<file path="config.mk">
export PLATFORM = sky130hd
export DESIGN_NAME = player_bullet_pool_flat
export DESIGN_NICKNAME = d
export VERILOG_FILES = /design/src/rtl/player_bullet_pool_if.sv /design/src/rtl/player_bullet_pool.sv /design/src/flat_wrapper.sv
export SDC_FILE = /design/constraint.sdc
export NUM_CORES = 1
export LEC_CHECK = 0
export CAP_MARGIN = 10
export CORE_MARGIN = 1.5
export CORE_UTILIZATION = 39
export DETAILED_ROUTE_END_ITERATION = 8
export PLACE_DENSITY_LB_ADDON = 0.15
export SYNTH_ARGS = -nofsm -noshare
export SYNTH_HDL_FRONTEND = slang
export SYNTH_SLANG_ARGS = --single-unit
</file>
<file path="constraint.sdc">
create_clock -name clk25 -period 5.4 [get_ports clk25]
set_input_delay 1.08 -clock clk25 [delete_from_list [all_inputs] [get_ports clk25]]
set_output_delay 1.08 -clock clk25 [all_outputs]
set_load 0.01 [all_outputs]
</file>
<file path="src/rtl/player_bullet_pool_if.sv">
// rtl/player_bullet_pool_if.sv - bullet slot bus between the bullet pool and enemy hit detection
interface player_bullet_pool_if #(
  parameter int BULLET_COUNT = 8
);
  logic [9:0] bullet_x      [0:BULLET_COUNT-1];
  logic [9:0] bullet_y      [0:BULLET_COUNT-1];
  logic       bullet_active [0:BULLET_COUNT-1];
  logic       bullet_hit    [0:BULLET_COUNT-1];

  // bullet pool side
  modport master (
    output bullet_x,
    output bullet_y,
    output bullet_active,
    input  bullet_hit
  );

  // hit-detection side
  modport slave (
    input  bullet_x,
    input  bullet_y,
    input  bullet_active,
    output bullet_hit
  );
endinterface

</file>
<file path="src/rtl/player_bullet_pool.sv">
// rtl/player_bullet_pool.sv - fixed pool of player bullets: spawn on fire, move up per frame, retire on exit or hit (option: BULLET_AUTOFIRE_EN)
module player_bullet_pool #(
  parameter int BULLET_COUNT    = 8,
  parameter int BULLET_SPEED    = 4,
  parameter int COOLDOWN_FRAMES = 8,
  parameter int SPAWN_X_OFS     = 14
) (
  input  logic                 clk25,
  input  logic                 reset_n,
  input  logic                 frame_tick,
  input  logic                 game_enable,
  input  logic                 fire,
  input  logic [9:0]           player_x,
  input  logic [9:0]           player_y,
  player_bullet_pool_if.master bus,
  output logic                 fire_accepted,
  output logic                 pool_full
);

  localparam int IDX_W = (BULLET_COUNT > 1) ? $clog2(BULLET_COUNT) : 1;
  localparam int CD_W  = (COOLDOWN_FRAMES > 0) ? $clog2(COOLDOWN_FRAMES + 1) : 1;

  typedef enum logic {IDLE, PENDING} state_t;

  state_t                  state_q;
  state_t                  state_d;
  logic                    fire_prev;
  logic [CD_W-1:0]         cooldown;
  logic [9:0]              x_q [0:BULLET_COUNT-1];
  logic [9:0]              y_q [0:BULLET_COUNT-1];
  logic [BULLET_COUNT-1:0] active_q;
  logic [BULLET_COUNT-1:0] hit;
  logic                    fire_rise;
  logic                    cd_zero;
  logic                    service;
  logic                    spawn;
  logic                    free_found;
  logic [IDX_W-1:0]        free_idx;

  assign fire_rise = fire & ~fire_prev;
  assign cd_zero   = (cooldown == '0);
  assign pool_full = &active_q;

  for (genvar g = 0; g < BULLET_COUNT; g++) begin : g_bus
    assign hit[g]                = bus.bullet_hit[g];
    assign bus.bullet_x[g]      = x_q[g];
    assign bus.bullet_y[g]      = y_q[g];
    assign bus.bullet_active[g] = active_q[g];
  end

  // Lowest-index inactive slot; a slot being hit this cycle still counts as active.
  always_comb begin
    free_found = 1'b0;
    free_idx   = '0;
    for (int j = BULLET_COUNT - 1; j >= 0; j--) begin
      if (!active_q[j]) begin
        free_found = 1'b1;
        free_idx   = IDX_W'(j);
      end
    end
  end

  // Fire FSM state register.
  always_ff @(posedge clk25 or negedge reset_n) begin
    if (!reset_n) state_q <= IDLE;
    else          state_q <= state_d;
  end

  // Fire FSM next state: arm on fire, resolve the buffered shot on a frame tick once cooldown expires.
  always_comb begin
    state_d = state_q;
    if (!game_enable) begin
      state_d = IDLE;
    end else begin
      case (state_q)
        IDLE: begin
`ifdef BULLET_AUTOFIRE_EN
          if (fire_rise || (fire && frame_tick)) state_d = PENDING;
`else
          if (fire_rise) state_d = PENDING;
`endif
        end
        PENDING: begin
          if (frame_tick && cd_zero) state_d = IDLE;
        end
        default: state_d = IDLE;
      endcase
    end
  end

  // Fire FSM outputs: a serviced shot spawns only when cooldown is over and a slot is free.
  always_comb begin
    service = 1'b0;
    spawn   = 1'b0;
    if (game_enable && state_q == PENDING && frame_tick) begin
      service = 1'b1;
      spawn   = cd_zero & free_found;
    end
  end

  // Fire level history for edge detection.
  always_ff @(posedge clk25 or negedge reset_n) begin
    if (!reset_n) fire_prev <= 1'b0;
    else          fire_prev <= fire;
  end

  // Cooldown: loaded on spawn, counts frames down to zero otherwise.
  always_ff @(posedge clk25 or negedge reset_n) begin
    if (!reset_n)                     cooldown <= '0;
    else if (!game_enable)            cooldown <= '0;
    else if (spawn)                   cooldown <= CD_W'(COOLDOWN_FRAMES);
    else if (frame_tick && !cd_zero)  cooldown <= cooldown - CD_W'(1);
  end

  // One-cycle acknowledge of a spawned bullet.
  always_ff @(posedge clk25 or negedge reset_n) begin
    if (!reset_n) fire_accepted <= 1'b0;
    else          fire_accepted <= spawn;
  end

  // Slot update: hit beats movement; the freshly spawned slot was inactive so it is not moved this tick.
  always_ff @(posedge clk25 or negedge reset_n) begin
    if (!reset_n) begin
      active_q <= '0;
      for (int j = 0; j < BULLET_COUNT; j++) begin
        x_q[j] <= '0;
        y_q[j] <= '0;
      end
    end else if (!game_enable) begin
      active_q <= '0;
    end else begin
      for (int j = 0; j < BULLET_COUNT; j++) begin
        if (hit[j] && active_q[j]) begin
          active_q[j] <= 1'b0;
        end else if (spawn && free_idx == IDX_W'(j)) begin
          x_q[j]      <= player_x + 10'(SPAWN_X_OFS);
          y_q[j]      <= player_y;
          active_q[j] <= 1'b1;
        end else if (frame_tick && active_q[j]) begin
          if (y_q[j] < 10'(BULLET_SPEED)) active_q[j] <= 1'b0;
          else                            y_q[j]      <= y_q[j] - 10'(BULLET_SPEED);
        end
      end
    end
  end

  // service is only consumed through spawn and the FSM; keep it visible for debug probing.
  logic unused_ok;
  assign unused_ok = service;

endmodule

</file>
<file path="src/flat_wrapper.sv">
// flat-port wrapper written by rule: the top's interface ports become plain ports
module player_bullet_pool_flat 
#(
  parameter int BULLET_COUNT    = 8,
  parameter int BULLET_SPEED    = 4,
  parameter int COOLDOWN_FRAMES = 8,
  parameter int SPAWN_X_OFS     = 14
)
  (clk25, reset_n, frame_tick, game_enable, fire, player_x, player_y, fire_accepted, pool_full, bus_bullet_x, bus_bullet_y, bus_bullet_active, bus_bullet_hit);
  player_bullet_pool_if #(.BULLET_COUNT(BULLET_COUNT)) bus_i ();
  input  logic clk25;
  input  logic reset_n;
  input  logic frame_tick;
  input  logic game_enable;
  input  logic fire;
  input  logic [9:0] player_x;
  input  logic [9:0] player_y;
  output logic fire_accepted;
  output logic pool_full;
  output wire logic [$bits(bus_i.bullet_x)-1:0] bus_bullet_x;
  output wire logic [$bits(bus_i.bullet_y)-1:0] bus_bullet_y;
  output wire logic [$bits(bus_i.bullet_active)-1:0] bus_bullet_active;
  input wire logic [$bits(bus_i.bullet_hit)-1:0] bus_bullet_hit;
  assign bus_bullet_x = {>>{bus_i.bullet_x}};
  assign bus_bullet_y = {>>{bus_i.bullet_y}};
  assign bus_bullet_active = {>>{bus_i.bullet_active}};
  assign bus_i.bullet_hit = {>>{bus_bullet_hit}};
  player_bullet_pool #(.BULLET_COUNT(BULLET_COUNT), .BULLET_SPEED(BULLET_SPEED), .COOLDOWN_FRAMES(COOLDOWN_FRAMES), .SPAWN_X_OFS(SPAWN_X_OFS)) u_core (.clk25(clk25), .reset_n(reset_n), .frame_tick(frame_tick), .game_enable(game_enable), .fire(fire), .player_x(player_x), .player_y(player_y), .bus(bus_i), .fire_accepted(fire_accepted), .pool_full(pool_full));
endmodule
</file>
==> flow_summary.toml, run 1 <==
[synthesis]
syn_nets = 878
yosysMostFrequentCell = "dfrtp_1"
synth_edf_count = 0
synth_top_area_frac = 0.530
synth_xor_area_frac = 0.0434
yosysWarnings = 0
yosys.area_share.simple = 0.192
synth.cell_area_um2 = 8270
ys_top_cells_by_count = "dfrtp_1 (175), nand2_1 (148), o21ai_0 (90)"
ys.flop_type = "dfrtp_1"
ys_types = 55
ys_ff_latch = 175
yosysSeqAreaShare = 0.530
synth_top_cell_by_area = "dfrtp_1"
synth_top_family_by_area = "simple AND/OR/NAND/NOR gates"
synth.mux.area_fraction = 0.0695
syn_inst = 834
synth_compound_area_frac = 0.112
async_flop_share = 1.00
yosys.area_share.adder = 0.0166
synth_top_cells_by_area = "dfrtp_1 (53%), nand2_1 (6.7%), o21ai_0 (5.4%)"
post_synth.cell_area_avg_um2 = 9.91

[sta]
fin_tns_setup_ps = 0
finalCritPeriodShare = 0.679
drv_slew = 0
relSlewSlack = 0.318
finalCriticalPeriod_ps = 3670
tightestPinTransition_ps = 1020
setup_viol = 0
clock_skew_ps = 12.6
fmaxAchievable_mhz = 273
rsz0062_at_grt = "false"
hold_viol = 0

[pwr]
intPower_mw = 2.40
pwr-share-comb = 0.174
power.switching_mw = 0.933
vdd_ir_drop_max_mv = 0.233
seqPwrFrac = 0.449
p_leak_nw = 4.84
power_density_nw_per_um2 = 299
p_clk_frac = 0.377
total_power_mw = 3.33
sw_frac_of_total = 0.280

[outcome]
status = "completed"

[placement]
io_buffer_count = 202
dp_cells = 1285
globalplace.congestion = 0.832
hpwl_um = 16400

[worst_setup_path]
startpoint_type = "input pin"
cp_slowest_cell = "or4b_1"
path_class = "input pin to flip-flop"
crit_required_ps = 5700
cpPeakStageDelay_ps = 850
r2r_setup_slack_ps = 1940
path_buf_inv = 1
path_delay_family = "simple AND/OR/NAND/NOR gates"
path_max_fanout = 21
end_kind = "flip-flop"
worstPathArrival_ps = 3970
crit_chain = "clkdlybuf4s50_1 -> nand3_1 -> or2_1 -> or4b_1 -> nor2b_4 -> mux2_1"

[grt]
grt_max_degree = 103
antenna_found_initial = 0
track_usage = 0.217
grt_pass1_wl_um = 36700
grt_pass1_vias = 6548
grt-ovfl-total = 0

[floorplanning]
die_w_um = 149
num_rows = 53
dieArea_um2 = 22100
coreArea_um2 = 20900
start_util = 0.396
io_pins = 203
die_h_um = 149

[route]
num_vias = 6764
vias_per_cell = 5.14
avgRoutedWirePerCell_um = 17.7
drc_errors = 0
firstDrtPassIters = 4
postRouteAntennaNets = 0
drt_wl_total_um = 23300
first_iter_violations = 353

[cells_and_area]
layout-drive-gt1-share = 0.0701
fin_cells = 1316
layout.nets = 1073
multiInputGateArea_um2 = 3590
regArea_um2 = 4380
antenna_cells = 0
fillCellCount = 1919
syn_to_final_growth_pct = 34.8

[clocking]
post-cts-setup-buffers = 0
clk_pin_slew_ps = 70
cts-buffers-inserted = 17
clock-sinks = 175
cts_tree = "done"
cts_buffer_depth = 2
clock_latency_ps = 430
postCtsResizedCells = 0
cts_root_buf = "clkbuf_16"
hold_buffers = 0
cts_max_level = 4

[flow_run]
drv_cap = 0

[worst_hold_path]
hp-class = "flip-flop to flip-flop"
-- cell usage in the layout (no fill, tap or decap), types with 7 or more instances in the layout --
cell	n
a21oi_1	30
o21ai_0	90
xnor2_1	30
mux2i_1	18
nand2_1	148
ha_1	11
mux2_1	10
xor2_1	11
mux2_2	25
clkbuf_16	17
nand3_1	13
or3_1	8
clkdlybuf4s50_1	201
nor4_1	14
nor3_1	19
or4_1	7
inv_1	40
buf_4	7
dfrtp_1	175
nor2_1	43
nand4b_1	14
nand4_1	8
o31ai_1	10
nor3b_1	7
-- cell families (layout without fill, tap and decap cells) --
kind of cell             Yosys count  count (layout)
AO/OA/AOI/OAI                    162             162
flip-flops                       175             175
adder cells (fa/ha/maj)           11              11
buffers and inverters             74             281
XOR/XNOR                          41              41
multiplexers                      53              53
AND/OR/NAND/NOR                  318             318
-- power by group through the flow --
stage | Sequential (mW) | Combinational, mW | Clock, mW
after floorplan | 1.55 | 0.218 | 0
after global placement | 1.52 | 0.580 | 0
after detailed placement | 1.52 | 0.587 | 0
after CTS | 1.50 | 0.590 | 1.28
after global routing | 1.51 | 0.641 | 1.33
final | 1.50 | 0.581 | 1.26
-- stage by stage --
| stage | hold WS [ps] | setup slack, ps | instance area, um^2 | util |
|---|---|---|---|---|
| final | 479 | 1730 | 11100 | 0.534 |
| after global routing | 509 | 1600 | 11100 | 0.534 |
| after CTS | 485 | 1740 | 11100 | 0.534 |
| after detailed placement | 462 | 1300 | 10600 | 0.505 |
| after global placement | 460 | 1310 | 10600 | 0.505 |
| after floorplan | 514 | 2620 | 8270 | - |
-- worst paths after layout --
check | startpoint | end | cells past startpoint
min reg2reg | u_core.bus.bullet_x[66] | u_core.bus.bullet_x[66] | 2
max reg2reg | u_core.cooldown[0] | u_core.bus.bullet_y[36] | 7
min | u_core.bus.bullet_x[66] | u_core.bus.bullet_x[66] | 2
min in group asynchronous | reset_n | u_core.bus.bullet_y[58] | 1
max in group asynchronous | reset_n | u_core.bus.bullet_y[68] | 2
max | frame_tick | u_core.bus.bullet_y[36] | 6
-- registers in the layout (all words and copies together), names as in the netlist --
| register | count |
|---|---|
| u_core.state_q | 1 |
| u_core.active_q | 8 |
| u_core.cooldown | 4 |
| u_core.bus.bullet_y | 80 |
| u_core.bus.bullet_x | 80 |
| u_core.fire_prev | 1 |
| u_core.fire_accepted | 1 |
-- area by class of cell --
type,instances,area share
Sequential cell,175,0.393
Multi-Input combinational cell,585,0.322
Timing Repair Buffer,210,0.188
Clock buffer,19,0.0397
Tap cell,275,0.0309
Inverter,40,0.0135
Clock inverter,12,0.0132
-- routing by layer --
| metal | routed length [um] | track usage | vias up |
|---|---|---|---|
| met4 | 225 | 0.0584 | 0 |
| met2 | 11200 | 0.352 | 188 |
| met1 | 9980 | 0.279 | 3266 |
| met3 | 1990 | 0.0693 | 15 |
| met5 | 0 | 0 | - |
| li1 | - | - | 3295 |
-- worst min-delay path: stages, from the launching register on --
cell and delay, ps:
dfrtp_1 340, nand2_1 50, o21ai_0 60
(Power assumes the default switching activity.)
==> run 2, diff against run 1 <==
clock period = 3.65 ns   (was 5.4 ns; I/O delays follow)
==> run 2 against run 1 <==
  * Total power grew 49%
  * Clock power rose by 49%
  * Final area grew 0.93%
  * Count of clock-buffer cells in the layout shrank 1
  * Non-clock buffer count rose by 12
  * Critical path depth is 2 higher
  * Critical path type is now flip-flop to flip-flop
  * Highest routed layer unchanged
==> flow_summary.toml, run 2 (same netlist as run 1, synthesis figures left out) <==
[placement]
dpl-instance-area_um2 = 10600
hpwl_um = 16600
globalplace.congestion = 0.820
io_buffer_count = 202

[worst_setup_path]
crit_chain = "inv_1 -> ha_1 -> or3b_4 -> or2_1 -> or4b_1 -> nor2b_4 -> buf_4 -> mux2i_1"
timing.rr.end = "u_core.bus.bullet_x[32]"
path_delay_family = "simple AND/OR/NAND/NOR gates"
worstPathArrival_ps = 3340
reg2reg_depth = 8
cp_slowest_cell = "or4b_1"
path_buf_inv = 2
path_class = "flip-flop to flip-flop"
end_kind = "flip-flop"
crit_required_ps = 4000
cpPeakStageDelay_ps = 640
path_max_fanout = 15
r2r_setup_slack_ps = 660
startpoint_type = "flip-flop"
timing.rr.start = "u_core.cooldown[0]"

[cells_and_area]
finalInstanceArea_um2 = 11200
final_cell_mix = "clkdlybuf4s50_1 (201), dfrtp_1 (175), nand2_1 (148)"
antenna_cells = 0
final_common_cell = "clkdlybuf4s50_1"
layout-drive-gt1-share = 0.0825
syn_to_final_growth_pct = 36.1
layout.nets = 1085

[clocking]
clock_latency_ps = 440
cts_max_level = 4
hold_buffers = 0
cts_root_buf = "clkbuf_16"
post-cts-setup-buffers = 0
cts_tree = "done"
postCtsResizedCells = 0
clock-sinks = 175
cts_buffer_depth = 2
cts-buffers-inserted = 17
clk_pin_slew_ps = 70

[floorplanning]
io_pins = 203
die_w_um = 149
start_util = 0.396
die_h_um = 149
dieArea_um2 = 22100
coreArea_um2 = 20900
num_rows = 53

[grt]
grt_pass1_vias = 6755
grt-ovfl-total = 0
track_usage = 0.222
antenna_found_initial = 0
grt_max_degree = 100
grt_pass1_wl_um = 37400

[route]
vias_per_cell = 5.11
firstDrtPassIters = 4
drc_errors = 0
avgRoutedWirePerCell_um = 17.9
postRouteAntennaNets = 0
drt_wl_total_um = 23800
num_vias = 6792
first_iter_violations = 299

[sta]
tightestPinTransition_ps = 962
finalCritPeriodShare = 0.819
hold_viol = 0
fin_tns_setup_ps = 0
finalCriticalPeriod_ps = 2990
drv_slew = 0
rsz0062_at_grt = "false"
setup_viol = 0
relSlewSlack = 0.359
clock_skew_ps = 10.2
fmaxAchievable_mhz = 334

[outcome]
status = "completed"

[worst_hold_path]
hp-class = "input pin to asynchronous set/reset pin"

[pwr]
p_leak_nw = 4.91
power_density_nw_per_um2 = 441
total_power_mw = 4.96
vdd_ir_drop_max_mv = 0.351

[flow_run]
drv_cap = 0
[run 2: routing by layer]
| layer | up-vias | part of all wire | global-route usage |
|---|---|---|---|
| li1 | 3300 | - | - |
| met1 | 3288 | 0.44 | 0.284 |
| met2 | 182 | 0.47 | 0.360 |
| met3 | 22 | 0.079 | 0.0742 |
| met4 | 0 | 0.014 | 0.0614 |
| met5 | - | 0 | 0 |
[run 2: area by class of cell]
cell class / instances / area (um^2)
tap: 275 / 344
clock inverter: 14 / 165
sequential: 175 / 4380
inverter: 40 / 150
clock buffer: 18 / 439
multi-input combinational: 585 / 3590
fill: 1937 / 9640
timing repair buffer: 222 / 2190
[run 2: how the worst max path moves through the flow]
stage | start | end | slack [ps] | cells after the start
2_1_floorplan | u_core.cooldown[0] | u_core.bus.bullet_x[30] | 1020 | 9
3_3_place_gp | frame_tick | u_core.bus.bullet_x[35] | 360 | 7
3_5_place_dp | frame_tick | u_core.bus.bullet_x[32] | 300 | 7
4_1_cts | u_core.cooldown[0] | u_core.bus.bullet_x[32] | 630 | 8
5_1_grt | u_core.cooldown[0] | u_core.bus.bullet_x[35] | 460 | 8
6_report | u_core.cooldown[0] | u_core.bus.bullet_x[32] | 660 | 8
[run 2: through the flow]
stage | std cells | setup slack [ps] | hold WS, ps | util
CTS | 1329 | 632 | 442 | 0.539
finish | 1329 | 660 | 369 | 0.539
detailed placement | 1297 | 297 | 462 | 0.510
floorplan | 834 | 1020 | 434 | -
global route | 1329 | 458 | 466 | 0.539
global placement | 1297 | 358 | 459 | 0.510
[run 2: power breakdown]
part / internal (mW) / switching [mW]
registers: 2.08 / 0.131
clock network: 1.00 / 0.877
logic: 0.430 / 0.438
[run 2: worst reg2reg max path: stages (launching register included)]
cell     delay [ps]
dfrtp_1         400
inv_1            90
ha_1            160
or3b_4          400
or2_1           300
or4b_1          640
nor2b_4         460
buf_4           260
mux2i_1         200
